`src/rtl/fft_pkg.sv`:
```
// Shared types and helpers for the radix-2 FFT butterfly sequencer.
// Holds the default transform size, FSM state type and bit-reverse helper.
package fft_pkg;

  localparam int DEF_LOG2N = 12;
  localparam int N         = 1 << DEF_LOG2N;
  localparam int HALF_N    = N / 2;

  typedef enum logic [2:0] {
    S_IDLE,
    S_RD_A,
    S_RD_B,
    S_WR_A,
    S_WR_B,
    S_DONE
  } fft_ag_state_t;

  // Reverses the low w bits of v; bits at and above w come back as 0.
  function automatic logic [31:0] bitrev(
    input logic [31:0] v,
    input int          w
  );
    logic [31:0] r;
    r = '0;
    for (int j = 0; j < 32; j++) begin
      if (j < w) r[j] = v[w-1-j];
    end
    return r;
  endfunction

endpackage

```
`src/rtl/fft_pair_addr.sv`:
```
// Butterfly operand addressing: maps (stage, k) to the pair (a, b)
// and the twiddle ROM index used by that butterfly.
module fft_pair_addr
  import fft_pkg::*;
#(
  parameter int LOG2N = DEF_LOG2N,
  parameter int AW    = LOG2N,
  parameter int SW    = $clog2(LOG2N)
) (
  input  logic [SW-1:0]    stage,
  input  logic [LOG2N-2:0] k,
  output logic [AW-1:0]    a,
  output logic [AW-1:0]    b,
  output logic [LOG2N-2:0] twiddle_idx
);

  logic [AW-1:0] kx;
  logic [AW-1:0] span;
  logic [AW-1:0] pos;
  logic [AW-1:0] grp;
  int            sh;

  always_comb begin
    sh   = int'(stage);
    kx   = AW'(k);
    span = AW'(1) << sh;
    pos  = kx & (span - AW'(1));
    grp  = kx >> sh;
    a    = (grp << (sh + 1)) | pos;
    b    = a + span;
    twiddle_idx =
      (LOG2N-1)'(pos << (LOG2N - 1 - sh));
  end

endmodule

```
`src/rtl/fft_addr_gen.sv`:
```
// In-place radix-2 FFT stage/butterfly sequencer, 4 cycles per butterfly.
// Define FFT_BITREV_EN to prepend a bit-reversal swap pass before stage 0.
module fft_addr_gen
  import fft_pkg::*;
#(
  parameter int LOG2N = DEF_LOG2N,
  parameter int AW    = LOG2N
) (
  input  logic                     clk,
  input  logic                     rst,
  input  logic                     start,
  output logic                     busy,
  output logic                     done,
  output logic                     mode,
  output logic                     write_to_cache,
  output logic [AW-1:0]            read_address,
  output logic [AW-1:0]            send_addr,
  output logic                     cap_a,
  output logic                     cap_b,
  output logic                     wr_sel,
  output logic [LOG2N-2:0]         twiddle_idx,
  output logic [$clog2(LOG2N)-1:0] stage,
  output logic                     swap
);

  localparam int SW = $clog2(LOG2N);
  localparam int NN = 1 << LOG2N;
  localparam int KW = LOG2N - 1;
  localparam logic [KW-1:0] KMAX = KW'(NN/2 - 1);
  localparam logic [SW-1:0] SMAX = SW'(LOG2N - 1);

  fft_ag_state_t state_q, state_d;
  logic [SW-1:0] stage_q, stage_d;
  logic [KW-1:0] k_q, k_d;

  logic [AW-1:0]    pa, pb, ra, rb;
  logic [LOG2N-2:0] ptw;
  logic             active;
  logic             rev_q;

  fft_pair_addr #(
    .LOG2N(LOG2N),
    .AW   (AW),
    .SW   (SW)
  ) u_pair (
    .stage      (stage_q),
    .k          (k_q),
    .a          (pa),
    .b          (pb),
    .twiddle_idx(ptw)
  );

`ifdef FFT_BITREV_EN
  logic             rev_d;
  logic [LOG2N-1:0] i_q, i_d, nxt_i;
  logic [LOG2N:0]   base;
  logic [31:0]      jv;
  logic             found;

  // Next index at or after base whose pair is not yet swapped;
  // skipped indices cost no cycles.
  always_comb begin
    base  = (state_q == S_IDLE) ? '0
          : {1'b0, i_q} + (LOG2N+1)'(1);
    found = 1'b0;
    nxt_i = '0;
    jv    = '0;
    for (int j = 0; j < NN; j++) begin
      jv = 32'(j);
      if (!found && (LOG2N+1)'(j) >= base
          && jv < bitrev(jv, LOG2N)) begin
        found = 1'b1;
        nxt_i = LOG2N'(j);
      end
    end
  end

  always_ff @(posedge clk) begin
    if (rst) begin
      rev_q <= 1'b0;
      i_q   <= '0;
    end else begin
      rev_q <= rev_d;
      i_q   <= i_d;
    end
  end

  assign ra = rev_q ? AW'(i_q) : pa;
  assign rb = rev_q
            ? AW'(bitrev(32'(i_q), LOG2N)) : pb;
`else
  assign rev_q = 1'b0;
  assign ra    = pa;
  assign rb    = pb;
`endif

  always_ff @(posedge clk) begin
    if (rst) begin
      state_q <= S_IDLE;
      stage_q <= '0;
      k_q     <= '0;
    end else begin
      state_q <= state_d;
      stage_q <= stage_d;
      k_q     <= k_d;
    end
  end

  always_comb begin
    state_d = state_q;
    stage_d = stage_q;
    k_d     = k_q;
`ifdef FFT_BITREV_EN
    rev_d   = rev_q;
    i_d     = i_q;
`endif
    unique case (state_q)
      S_IDLE: begin
        if (start) begin
          state_d = S_RD_A;
          stage_d = '0;
          k_d     = '0;
`ifdef FFT_BITREV_EN
          rev_d   = found;
          i_d     = nxt_i;
`endif
        end
      end
      S_RD_A: state_d = S_RD_B;
      S_RD_B: state_d = S_WR_A;
      S_WR_A: state_d = S_WR_B;
      S_WR_B: begin
        state_d = S_RD_A;
`ifdef FFT_BITREV_EN
        if (rev_q) begin
          if (found) begin
            i_d = nxt_i;
          end else begin
            rev_d = 1'b0;
            i_d   = '0;
          end
        end else
`endif
        if (k_q != KMAX) begin
          k_d = k_q + KW'(1);
        end else if (stage_q != SMAX) begin
          stage_d = stage_q + SW'(1);
          k_d     = '0;
        end else begin
          state_d = S_DONE;
        end
      end
      S_DONE: begin
        state_d = S_IDLE;
        stage_d = '0;
        k_d     = '0;
      end
      default: state_d = S_IDLE;
    endcase
  end

  // send_addr is held at b through the write cycles; those delayed
  // addresses land in RD cycles where write_to_cache masks them.
  always_comb begin
    busy           = 1'b0;
    done           = 1'b0;
    mode           = 1'b1;
    write_to_cache = 1'b0;
    read_address   = '0;
    send_addr      = '0;
    cap_a          = 1'b0;
    cap_b          = 1'b0;
    wr_sel         = 1'b0;
    active         = 1'b0;
    unique case (state_q)
      S_RD_A: begin
        active         = 1'b1;
        write_to_cache = 1'b1;
        read_address   = ra;
        send_addr      = ra;
      end
      S_RD_B: begin
        active         = 1'b1;
        write_to_cache = 1'b1;
        read_address   = rb;
        send_addr      = rb;
        cap_a          = 1'b1;
      end
      S_WR_A: begin
        active    = 1'b1;
        cap_b     = 1'b1;
        send_addr = rb;
      end
      S_WR_B: begin
        active    = 1'b1;
        wr_sel    = 1'b1;
        send_addr = rb;
      end
      S_DONE: begin
        busy = 1'b1;
        done = 1'b1;
      end
      default: ;
    endcase
    if (active) begin
      busy = 1'b1;
      mode = 1'b0;
    end
    twiddle_idx = (active && !rev_q) ? ptw : '0;
    swap        = active && rev_q;
  end

  assign stage = stage_q;

endmodule

```
`config.mk`:
```
export PLATFORM = sky130hd
export DESIGN_NAME = fft_addr_gen
export DESIGN_NICKNAME = d
export VERILOG_FILES = /design/src/rtl/fft_pkg.sv /design/src/rtl/fft_pair_addr.sv /design/src/rtl/fft_addr_gen.sv
export SDC_FILE = /design/constraint.sdc
export NUM_CORES = 1
export LEC_CHECK = 0
export BUFFER_PORTS_ARGS = -buffer_cell sky130_fd_sc_hd__buf_4
export CAP_MARGIN = 20
export CORE_ASPECT_RATIO = 0.5
export CORE_MARGIN = 2
export CORE_UTILIZATION = 45
export CTS_BUF_LIST = sky130_fd_sc_hd__clkbuf_8
export CTS_CLUSTER_DIAMETER = 30
export DETAILED_ROUTE_END_ITERATION = 10
export PLACE_DENSITY = 0.71
export SLEW_MARGIN = 15
export SYNTH_ARGS = -nofsm -noshare
export SYNTH_HDL_FRONTEND = slang
export SYNTH_SLANG_ARGS = --single-unit
```
`constraint.sdc`:
```
create_clock -name clk -period 5.8 [get_ports clk]
set_clock_uncertainty 0.15 [all_clocks]
set_input_delay 1.16 -clock clk [delete_from_list [all_inputs] [get_ports clk]]
set_output_delay 1.16 -clock clk [all_outputs]
set_load 0.005 [all_outputs]
```
Word level (Yosys, flattened, before mapping)
Cells that the tools add are included.
- bits of input ports: 3
- output and inout bits: 47
- flip-flop bits (word level): 18
- shift-type cells: 4
- bitwise logic cells: 2
- muxes and demuxes: 23
- reductions and logical operators: 7
- add/sub/neg operators: 6
- equality and inequality tests: 11
- operator list (kind ; number):
    12-bit case mux with 2 select lines ; 2
    11-bit 2-to-1 mux ; 4
    11-bit case mux with 3 select lines ; 1
    12-bit by 32-bit left shift with 11-bit output ; 1
    12-bit by 32-bit left shift with 12-bit output ; 1
    3-bit case mux with 5 select lines ; 1
    12-bit adder ; 1
    11-bit by 12-bit AND with 12-bit output ; 1
    4-bit 2-to-1 mux ; 3
    12-bit bitwise OR ; 1
    4-bit case mux with 3 select lines ; 1
    1-bit by 4-bit left shift with 12-bit output (first input constant) ; 1
    11-bit by 4-bit >> shifter with 12-bit output ; 1
    12-bit by 1-bit subtractor with 12-bit output (second input constant) ; 1
    11-bit by 1-bit adder with 11-bit output (second input constant) ; 1
    11-bit inequality test (second input constant) ; 1
    3-bit 2-to-1 mux ; 3
    1-bit 2-to-1 mux ; 8
    3-bit by 2-bit == test with 1-bit output (second input constant) ; 2
    3-bit == test (second input constant) ; 2
    2-bit inequality test (second input constant) ; 3
    4-bit by 1-bit adder with 5-bit output (second input constant) ; 1
    4-bit by 4-bit subtractor with 5-bit output (first input constant) ; 1
    4-bit by 1-bit adder with 4-bit output (second input constant) ; 1
    10 further kinds ; 10

Depth between registers and ports, before layout
- word-level depth: 6
- depth in mapped cells: 21

Modules after synthesis
A second synthesis with hierarchy kept.
- cells, all modules: 630
- area total of the unflattened synthesis: 4130.2 sq um
- modules (own cells, without submodules) (module ; area an instance (sq um) ; cells an instance ; instances):
    fft_pair_addr ; 2443.6 ; 367 ; 1
    fft_addr_gen ; 1686.6 ; 263 ; 1

Worst setup path before layout
OpenSTA, ideal clock, no wires.
- path type: flip-flop to output port
- start point: reg stage_q[0] (netlist: stage[0])
- end point: out read_address[9]
- path buffers: 5
- required time: 4.490 ns
- setup slack: 0.089 ns
- stages on the path, launching flop included: 21
- arrival time: 4.401 ns
- cell sequence: dfxtp_1 buf_4 inv_1 clkbuf_1 buf_1 ha_1 clkbuf_1 buf_1 a211oi_1 a31o_2 ha_1 a21oi_1 o21ai_0 a21bo_1 nand2b_1 o21a_1 a311oi_2 o21bai_1 a21oi_1 xor2_1 o21ai_1
- word-level cells in the longest chain between the ends: 6
- elaborated cells on any way between the ends: 9
- those cells by class: add/sub (3); shift (3); mux (1); bitwise (2)
- RTL lines (what ; RTL line ; source):
    start, declared ; fft_addr_gen.sv:33 ; logic [SW-1:0] stage_q, stage_d;
    start signal, assigned ; fft_addr_gen.sv:104 ; stage_q <= stage_d;
    1-bit by 4-bit left shift with 12-bit output ; fft_pair_addr.sv:26 ; span = AW'(1) << sh;
    12-bit by 1-bit subtractor with 12-bit output ; fft_pair_addr.sv:27 ; pos = kx & (span - AW'(1));
    11-bit by 12-bit AND with 12-bit output ; fft_pair_addr.sv:27 ;
    12-bit bitwise OR ; fft_pair_addr.sv:29 ; a = (grp << (sh + 1)) | pos;
    12-bit adder ; fft_pair_addr.sv:30 ; b = a + span;
    12-bit case mux with 2 select lines (*) ; fft_addr_gen.sv:175 ; unique case (state_q)
    end, declared ; fft_addr_gen.sv:16 ; output logic [AW-1:0] read_address,
Every way passes the cells marked *; elsewhere a longest branch is shown, timed or not.

Worst setup path after layout
- start point: reg stage_q[1] (netlist: stage[1])
- end point: out send_addr[9]
- word-level cells in the longest chain between the ends: 6
- elaborated cells on any way between the ends: 9
- those cells by class: add/sub (3); shift (3); mux (1); bitwise (2)
- RTL lines (what ; RTL line ; source):
    1-bit by 4-bit left shift with 12-bit output ; fft_pair_addr.sv:26 ;
    12-bit by 1-bit subtractor with 12-bit output ; fft_pair_addr.sv:27 ;
    11-bit by 12-bit AND with 12-bit output ; fft_pair_addr.sv:27 ;
    12-bit bitwise OR ; fft_pair_addr.sv:29 ;
    12-bit adder ; fft_pair_addr.sv:30 ;
    12-bit case mux with 2 select lines (*) ; fft_addr_gen.sv:175 ;
    end, declared ; fft_addr_gen.sv:17 ; output logic [AW-1:0] send_addr,
Marks and branches as above.

==> run metrics <==
Area Growth Syn to Fin=24.3%; Core ar.=around 0.0075 sq mm; Hold Path Class=reg2reg; WHS=between 0.4 and 0.5 ns; Slew headroom=42.2%; DRC violation count after routing=0; Synth cell types=75; layout cell share with drive strength beyond 1=a little under a quarter; Post-synth ARST share=0%; Slew @ Worst Pin=0.864 ns; CP startpoint=stage[1]; gr busiest metal=met2; RD Place Congestion=~1; GRT met2 Usage=between 40 and 50%; Die X=130 microns; GRT Util Overall=~27%; vias post-DR=around 4000; Tmin final=around 5.7 ns; grt ovf=0; Mapped Avg Cell Area=a little under 7 sq um; reg2reg setup slack=3.08 ns; antenna-violating nets left=0; Post-Synthesis Cells=523; flops & latches, synth=18; ANT cells=0; final net count=610; I/O pin cnt=50; TritonCTS clock tree=yes; vias per std cell=a little under 6; reg2reg path depth=10; CP endpoint=send_addr[9]; worst r2r src=k_q[6]; Wirelength per Cell=between 15 and 20 microns; peak supply drop=just over 200 uV; ys flop type=dfxtp_1; reg-to-reg endpoint=k_q[7]; CP max stage delay=about 0.38 ns; PortBufs=48; design area=0.00442 sq mm; synthesized net count=about 550; leakage power=just under 2 nW; clk root buf=clkbuf_8; DR iter-0 viols=roughly 500; Max-Cap Viols=0; met1 usage in global routing=40.3%; largest net degree at the start of global routing=25; final core utilization=between 50% and 60%; sequential fraction of the synthesis area=between 10% and 20%; Starting Density=around 48%; CP arrival=approximately 4.4 ns; f_max=roughly 180 MHz; number of flops mapped to enable cells by yosys=0; synth warn=0; Hold-fix buffers, CTS=0; total clock buffers created by CTS=3; CP Depth=19; CP delay by family, top=compound AO/OA/AOI/OAI gates; vias in the first global route=3507; most frequent CP cell=o21ai_1; met3 GRT Util=under 10%; Period Utilization, post-route=98.3%; Area after DPL=0.00413 sq mm; slowest stage cell, crit path=dfxtp_4; CTS Sinks=18; antenna violations before repair=0; clk_lat worst skew=0.25 ns; Row Count=22; post-detailed-routing wire length=12.0 mm; clock slew at reported path FFs=0.07 ns; Synth Cell Area=roughly 0.0036 sq mm; clock tree buffer depth=2; die height=roughly 67 microns; Die ar.=between 0.008 and 0.009 sq mm; run status=complete, no violations; H-tree levels=1; WP data required=between 4 and 5 ns; Setup crit start kind=register; Pwr Density=about 140 mW/mm^2; worst-path fanout max=5; Slew Limit Fails=0; first-pass GRT wire length=roughly 18 mm; Hold Crit Depth=2; Setup Viol. Count Final=0; drt pass-1 iters=6; final hold viol count=0; Crit Path Category=reg2out; Final HPWL DP=9.25 mm; setup TNS=0 ns; cell chain of the critical path=buf_12, mux2i_2, a221oi_2, o21ai_1, and3_1, a211oi_2, a31o_2, ha_1, a21oi_1, o21ai_1, a21bo_1, nand2b_1, or2_1, a311oi_2, o21bai_1, a21oi_1, xor2_1, o21ai_1, buf_4; WP buf/inv=2; CP endpoint kind=output pin
registers in the layout (all words and copies together) (netlist names):
register  flops
stage         4
state_q       3
k_q          11
layout by cell type, fill, tap and decap left out, types with 11 or more instances in the layout:
master,Yosys,layout
dfxtp_1,18,11
o21ai_0,40,35
nor3_1,18,16
nand3_1,13,13
mux2i_1,18,15
o21ai_1,6,11
inv_1,18,18
a31oi_1,11,11
xnor2_1,14,14
a21oi_1,33,31
ha_1,24,22
nand2_1,58,58
buf_4,4,78
xor2_1,15,14
nor2_1,56,56
and2_1,15,15
repair_timing:
item | in CTS | in global routing
pin swaps | 1 | 10
endpoints found under the setup margin | 4 | 6
cloned | 0 | 2
buffers inserted | 0 | 8
resized for setup | 4 | 34
where the power goes:
| group | total (mW) | switching [mW] | internal, mW |
|---|---|---|---|
| Sequential | 0.137 | 0.00904 | 0.128 |
| Combinational | 0.361 | 0.196 | 0.164 |
| Clock | 0.100 | 0.0402 | 0.0603 |
cells by family (layout without fill, tap and decap cells):
logic type	count (synthesis)	in the layout	share of synthesized area, %
flops	18	18	10.1
buf+inv	52	110	6.26
mux	25	25	7.91
compound gates	162	162	30.4
simple gates	210	210	28.6
xor+xnor	30	30	7.59
fa+ha+maj	25	25	9.00
other cells	1	1	0.105
Yosys cell counts, types with 11 or more instances:
library cell	n	area [sq um]
dfxtp_1	18	360
inv_1	18	67.6
nor2_1	56	210
nand3_1	13	65.1
o21ai_0	40	200
a21oi_1	33	165
and2_1	15	93.8
clkbuf_1	16	60.1
ha_1	24	300
nand2_1	58	218
a31oi_1	11	68.8
nor3_1	18	90.1
mux2i_1	18	180
xor2_1	15	131
xnor2_1	14	123
metal layers:
| metal | share of wire [%] | up-vias | wire length, microns |
|---|---|---|---|
| li1 | - | 2009 | - |
| met1 | 49 | 1887 | 5860 |
| met2 | 42 | 176 | 5020 |
| met3 | 8.2 | 17 | 985 |
| met4 | 0.93 | 0 | 112 |
| met5 | 0 | - | 0 |
worst min path at each step:
stage,startpoint,to
2_1_floorplan,k_q[10],k_q[10]
3_3_place_gp,state_q[0],state_q[2]
3_5_place_dp,state_q[0],state_q[2]
4_1_cts,state_q[0],state_q[2]
5_1_grt,state_q[0],state_q[2]
6_report,state_q[0],state_q[2]
stage by stage:
step	total power, mW	setup WS [ns]	std cells
2_1_floorplan	0.349	0.0885	523
5_1_grt	0.639	-0.0522	689
4_1_cts	0.554	0.00503	679
6_report	0.598	0.0997	689
3_3_place_gp	0.447	0.224	675
3_5_place_dp	0.450	0.146	675
worst min-delay path, stage by stage (launching register included):
cell and delay [ns]:
dfxtp_1 0.37, nand2_1 0.10, a21oi_1 0.06
cell type report:
| class | instances | area, sq um |
|---|---|---|
| clock buffer | 4 | 55.1 |
| multi-input combinational | 453 | 3080 |
| inverter | 20 | 75.1 |
| fill | 733 | 3060 |
| timing repair buffer | 86 | 706 |
| sequential | 18 | 374 |
| tap | 108 | 135 |
Power figures use the tool's default switching activity.
